File: src/rtl/uart_tx_periph.sv
// Memory-mapped 8N1 UART transmitter with a byte FIFO and a programmable bit divisor.
// Optional macro UART_TX_WAITREQ_EN: stall full-FIFO DATA writes instead of dropping them.
module uart_tx_periph #(
    parameter int FIFO_DEPTH  = 16,
    parameter int DEFAULT_DIV = 434
) (
    input  logic        clk,
    input  logic        rst,
    input  logic        read,
    input  logic        write,
    input  logic [1:0]  addr,
    input  logic [31:0] wdata,
    input  logic [3:0]  byteena,
    output logic        valid,
    output logic [31:0] rdata,
    output logic        waitrequest,
    output logic        txd,
    output logic        irq
);
    localparam int AW = $clog2(FIFO_DEPTH);

    typedef enum logic [1:0] {IDLE, START, DATA, STOP} state_t;

    logic [7:0]    fifo_mem [FIFO_DEPTH];
    logic [AW-1:0] wr_ptr_reg, rd_ptr_reg;
    logic [AW:0]   level_reg;
    logic          fifo_empty, fifo_full;

    logic [15:0]   baud_reg;
    logic          tx_en_reg, irq_en_reg, overflow_reg;

    state_t        state_reg, state_next;
    logic [15:0]   cnt_reg, cnt_next;
    logic [2:0]    bit_idx_reg, bit_idx_next;
    logic [7:0]    shift_reg, shift_next;
    logic          txd_reg, txd_next;

    logic          valid_reg;
    logic [31:0]   rdata_reg, rdata_mux;
    logic [7:0]    level8;

    logic          data_wr, push_req, push, pop, ovf_set, bit_last;
    logic [15:0]   div_load;
    logic          unused_bits;

    assign fifo_empty = (level_reg == '0);
    assign fifo_full  = level_reg[AW];          // level can only reach 2**AW when full
    assign level8     = 8'(level_reg);

    assign data_wr  = write && (addr == 2'd0);
    assign push_req = data_wr && byteena[0];
    assign bit_last = (cnt_reg == 16'd0);
    assign div_load = (baud_reg == 16'd0) ? 16'd0 : baud_reg - 16'd1;

`ifdef UART_TX_WAITREQ_EN
    assign waitrequest = data_wr && fifo_full && !pop;
    assign ovf_set     = 1'b0;
`else
    assign waitrequest = 1'b0;
    assign ovf_set     = push_req && fifo_full && !pop;
`endif
    // A pop in the same cycle frees the slot the push needs
    assign push = push_req && (!fifo_full || pop);

    always_comb begin
        state_next   = state_reg;
        cnt_next     = cnt_reg;
        bit_idx_next = bit_idx_reg;
        shift_next   = shift_reg;
        pop          = 1'b0;
        case (state_reg)
            IDLE: begin
                if (tx_en_reg && !fifo_empty) begin
                    pop        = 1'b1;
                    cnt_next   = div_load;
                    state_next = START;
                end
            end
            START: begin
                if (bit_last) begin
                    state_next   = DATA;
                    bit_idx_next = 3'd0;
                    cnt_next     = div_load;
                end else begin
                    cnt_next = cnt_reg - 16'd1;
                end
            end
            DATA: begin
                if (bit_last) begin
                    cnt_next   = div_load;
                    shift_next = shift_reg >> 1;
                    if (bit_idx_reg == 3'd7) begin
                        state_next = STOP;
                    end else begin
                        bit_idx_next = bit_idx_reg + 3'd1;
                    end
                end else begin
                    cnt_next = cnt_reg - 16'd1;
                end
            end
            STOP: begin
                if (bit_last) begin
                    if (tx_en_reg && !fifo_empty) begin
                        pop        = 1'b1;
                        cnt_next   = div_load;
                        state_next = START;
                    end else begin
                        state_next = IDLE;
                    end
                end else begin
                    cnt_next = cnt_reg - 16'd1;
                end
            end
            default: state_next = IDLE;
        endcase
    end

    // txd is registered from the next state so the line never glitches
    always_comb begin
        txd_next = 1'b1;
        case (state_next)
            START:   txd_next = 1'b0;
            DATA:    txd_next = shift_next[0];
            default: txd_next = 1'b1;
        endcase
    end

    always_ff @(posedge clk) begin
        if (rst) begin
            state_reg   <= IDLE;
            cnt_reg     <= 16'd0;
            bit_idx_reg <= 3'd0;
            shift_reg   <= 8'd0;
            txd_reg     <= 1'b1;
        end else begin
            state_reg   <= state_next;
            cnt_reg     <= cnt_next;
            bit_idx_reg <= bit_idx_next;
            txd_reg     <= txd_next;
            if (pop) begin
                shift_reg <= fifo_mem[rd_ptr_reg];
            end else begin
                shift_reg <= shift_next;
            end
        end
    end

    always_ff @(posedge clk) begin
        if (push) begin
            fifo_mem[wr_ptr_reg] <= wdata[7:0];
        end
    end

    always_ff @(posedge clk) begin
        if (rst) begin
            wr_ptr_reg <= '0;
            rd_ptr_reg <= '0;
            level_reg  <= '0;
        end else begin
            if (push) begin
                wr_ptr_reg <= wr_ptr_reg + 1'b1;
            end
            if (pop) begin
                rd_ptr_reg <= rd_ptr_reg + 1'b1;
            end
            case ({push, pop})
                2'b10:   level_reg <= level_reg + 1'b1;
                2'b01:   level_reg <= level_reg - 1'b1;
                default: level_reg <= level_reg;
            endcase
        end
    end

    always_ff @(posedge clk) begin
        if (rst) begin
            baud_reg     <= 16'(DEFAULT_DIV);
            tx_en_reg    <= 1'b1;
            irq_en_reg   <= 1'b0;
            overflow_reg <= 1'b0;
        end else begin
            if (write) begin
                case (addr)
                    2'd1: if (wdata[3]) overflow_reg <= 1'b0;
                    2'd2: baud_reg <= wdata[15:0];
                    2'd3: begin
                        tx_en_reg  <= wdata[0];
                        irq_en_reg <= wdata[1];
                    end
                    default: ;
                endcase
            end
            if (ovf_set) begin
                overflow_reg <= 1'b1;
            end
        end
    end

    always_comb begin
        rdata_mux = 32'd0;
        case (addr)
            2'd1:    rdata_mux = {16'd0, level8, 4'd0, overflow_reg, fifo_empty,
                                  fifo_full, (state_reg != IDLE)};
            2'd2:    rdata_mux = {16'd0, baud_reg};
            2'd3:    rdata_mux = {30'd0, irq_en_reg, tx_en_reg};
            default: rdata_mux = 32'd0;
        endcase
    end

    // A write in the same cycle suppresses the read response
    always_ff @(posedge clk) begin
        if (rst) begin
            valid_reg <= 1'b0;
            rdata_reg <= 32'd0;
        end else begin
            valid_reg <= read && !write;
            rdata_reg <= (read && !write) ? rdata_mux : 32'd0;
        end
    end

    assign valid = valid_reg;
    assign rdata = rdata_reg;
    assign txd   = txd_reg;
    assign irq   = fifo_empty && (state_reg == IDLE) && irq_en_reg;

    assign unused_bits = &{1'b0, wdata[31:16], byteena[3:1]};
endmodule

File: config.mk
export PLATFORM = sky130hd
export DESIGN_NAME = uart_tx_periph
export DESIGN_NICKNAME = d
export VERILOG_FILES = /design/src/rtl/uart_tx_periph.sv
export SDC_FILE = /design/constraint.sdc
export NUM_CORES = 1
export LEC_CHECK = 0
export ABC_CLOCK_PERIOD_IN_PS = 4400
export BUFFER_PORTS_ARGS = -buffer_cell sky130_fd_sc_hd__buf_2
export CAP_MARGIN = 25
export CORE_MARGIN = 2
export CORE_UTILIZATION = 34
export CTS_BUF_LIST = sky130_fd_sc_hd__clkbuf_4 sky130_fd_sc_hd__clkbuf_8
export CTS_CLUSTER_SIZE = 10
export DETAILED_ROUTE_END_ITERATION = 7
export RECOVER_POWER = 100
export SLEW_MARGIN = 15
export SYNTH_ARGS = -nofsm -noshare
export SYNTH_HDL_FRONTEND = slang
export SYNTH_SLANG_ARGS = --single-unit
File: constraint.sdc
create_clock -name clk -period 4.4 [get_ports clk]
set_input_delay 0.88 -clock clk [delete_from_list [all_inputs] [get_ports clk]]
set_output_delay 0.88 -clock clk [all_outputs]
set_load 0.03 [all_outputs]
==> results.json <==
{
  "status": "finished with violations",
  "violations": "max-capacitance violations, max-slew violations",
  "finalPower_mw": 6.43,
  "crit_chain": "ha_1 -> nor4bb_1 -> a41oi_1 -> or3_1 -> a21oi_2 -> inv_1 -> ha_1 -> xor2_1 -> ha_1 -> a21oi_1 -> a32oi_1 -> a21oi_1 -> xnor2_1 -> nor2_1",
  "grt_pass1_wl_um": 33100,
  "syn_inst": 769,
  "drt_iter0_markers": 362,
  "dr.pass1.iters": 5,
  "place_hpwl_um": 14100,
  "vias": 6078,
  "hold_class": "register to register",
  "power_density_mw_per_mm2": 596,
  "clockRootBuffer": "clkbuf_8",
  "setup_viol": 0,
  "ir_worst_vdd_mv": 0.323,
  "grt_usage_pct": 14.7,
  "synth_cell_types": 64,
  "largest_register_ffs": 128,
  "async_reset_ff_share_pct": 0,
  "gp_congestion": 0.822,
  "antenna_left": 0,
  "initial_core_util_pct": 34.4,
  "cts_tree": "done",
  "utilization_pct": 38.9,
  "nets": 878,
  "hold_violations": 0,
  "worstSetupEndpointType": "register",
  "routed_wl_um": 21200,
  "cts_max_level": 2,
  "io_pins": 78,
  "syn_area_per_cell_um2": 12.4,
  "worstHoldStart": "rd_ptr_reg[1]",
  "leakage_nw": 3.67,
  "crit_family": "compound AO/OA/AOI/OAI gates",
  "rsz0062_at_grt": "no",
  "final_common_cell": "edfxtp_1",
  "clk_path_buf_depth": 3,
  "drcViolationCount": 0,
  "synth_edf_count": 128,
  "synth_ff_type": "edfxtp_1",
  "worstMarginPinSlew_ps": 1590,
  "crit_type": "register to register",
  "fin_crit_ps": 3910,
  "fin_tns_setup_ps": 0,
  "skew_ps": 47.6,
  "portBuffers": 41,
  "arrival_ps": 4250,
  "syn2layout_area_growth_pct": 13.0,
  "ctsHoldBuffers": 0,
  "crit_path_start_kind": "register",
  "final_max_slew_viol_count": 35,
  "dieArea_mm2": 0.0294,
  "cts_buffers": 38,
  "final_cell_mix": "edfxtp_1 (128), dfxtp_1 (82), nand2_1 (69), nor2_1 (68), clkbuf_8 (45)",
  "setup.worst_path.start": "state_reg[1]",
  "diodes": 0,
  "die_h_um": 172,
  "clock_sinks": 211,
  "grt_max_degree": 35,
  "ys_seq_area_share_pct": 57.7,
  "cpPeakStageDelay_ps": 450,
  "min_period_over_period_pct": 88.9,
  "clk_pin_slew_ps": 60,
  "via_per_inst": 4.97,
  "fmax_ghz": 0.256,
  "required_ps": 4740,
  "drive_gt1_share_pct": 17.3,
  "crit_fanout": 8,
  "crit_buf_inv": 1,
  "clk_latency_ps": 540,
  "cp_slowest_cell": "or3_1",
  "max_cap_violations": 1,
  "grt.overflow.total": 0,
  "top_register": "fifo_mem",
  "die_w_um": 172,
  "grt_pass1_vias": 5972,
  "path_common_cell": "ha_1",
  "core_area_mm2": 0.0277,
  "synth_area_mm2": 0.00954,
  "wl_per_cell_um": 17.3,
  "antenna_found_initial": 0,
  "rows": 61,
  "slew-limit-headroom_pct": -5.97,
  "ys.warnings.count": 0,
  "cts_resized": 0,
  "regToRegStartpoint": "state_reg[1]",
  "synth_seq_cells": 211,
  "post-cts-setup-buffer-count": 0
}
## power breakdown
part | switching (mW) | total (mW) | internal, mW
registers | 0.151 | 2.36 | 2.21
logic | 1.28 | 2.19 | 0.904
clock network | 0.790 | 1.88 | 1.09
total | 2.22 | 6.43 | 4.20
## synth_stat cells, types with 17 or more instances
| master | instances | area share [%] |
|---|---|---|
| ha_1 | 17 | 2.2 |
| nor2_1 | 68 | 2.7 |
| xor2_1 | 18 | 1.7 |
| edfxtp_1 | 128 | 40 |
| mux2i_1 | 29 | 3.0 |
| nand2_1 | 69 | 2.7 |
| o21ai_0 | 17 | 0.89 |
| mux4_2 | 33 | 7.8 |
| dfxtp_1 | 83 | 17 |
| buf_4 | 23 | 1.8 |
| a21oi_1 | 36 | 1.9 |
| clkbuf_1 | 26 | 1.0 |
## per-layer routing
| metal | wire [µm] | part of all wire [%] | track usage (%) |
|---|---|---|---|
| met1 | 9400 | 44 | 18.9 |
| met2 | 10500 | 50 | 25.3 |
| met3 | 777 | 3.7 | 2.46 |
| met4 | 471 | 2.2 | 4.79 |
| met5 | 0 | 0 | 0 |
## worst register-to-register path, delay by kind of cell (launching register included)
family                   cells  cell delay, ps
AO/OA/AOI/OAI                5            1210
adder cells (fa/ha/maj)      3             890
AND/OR/NAND/NOR              3             820
XOR/XNOR                     2             320
flip-flops                   1             390
buffers and inverters        1             130
## layout make-up
type | instances | area, µm²
clock buffer | 57 | 709
inverter | 16 | 60.1
timing repair buffer | 56 | 260
clock inverter | 10 | 75.1
multi-input combinational | 496 | 3700
sequential | 211 | 5510
fill | 2664 | 16900
tap | 378 | 473
## path summary, 6_finish.rpt
check                       to  slack, ps  depth (start not counted)
setup / recovery  level_reg[4]        490                         14
hold reg to reg       register        480                          2
hold / removal        register        480                          2
setup reg to reg  level_reg[4]        490                         14
## cell families after synthesis
| group | synth area share [%] |
|---|---|
| flops | 57.7 |
| xor+xnor | 2.85 |
| compound gates | 8.55 |
| other cells | 0.0393 |
| buf+inv | 4.21 |
| simple gates | 12.3 |
| mux | 12.1 |
| fa+ha+maj | 2.23 |
## metrics by stage
stage	cells	setup WS, ps	cell area, µm²	hold slack [ps]
floorplan	785	995	9600	453
global placement	1156	582	10100	464
detailed placement	1157	518	10100	481
CTS	1224	509	10900	489
global route	1224	58.9	10800	508
finish	1224	489	10800	482
(Power assumes the default switching activity.)
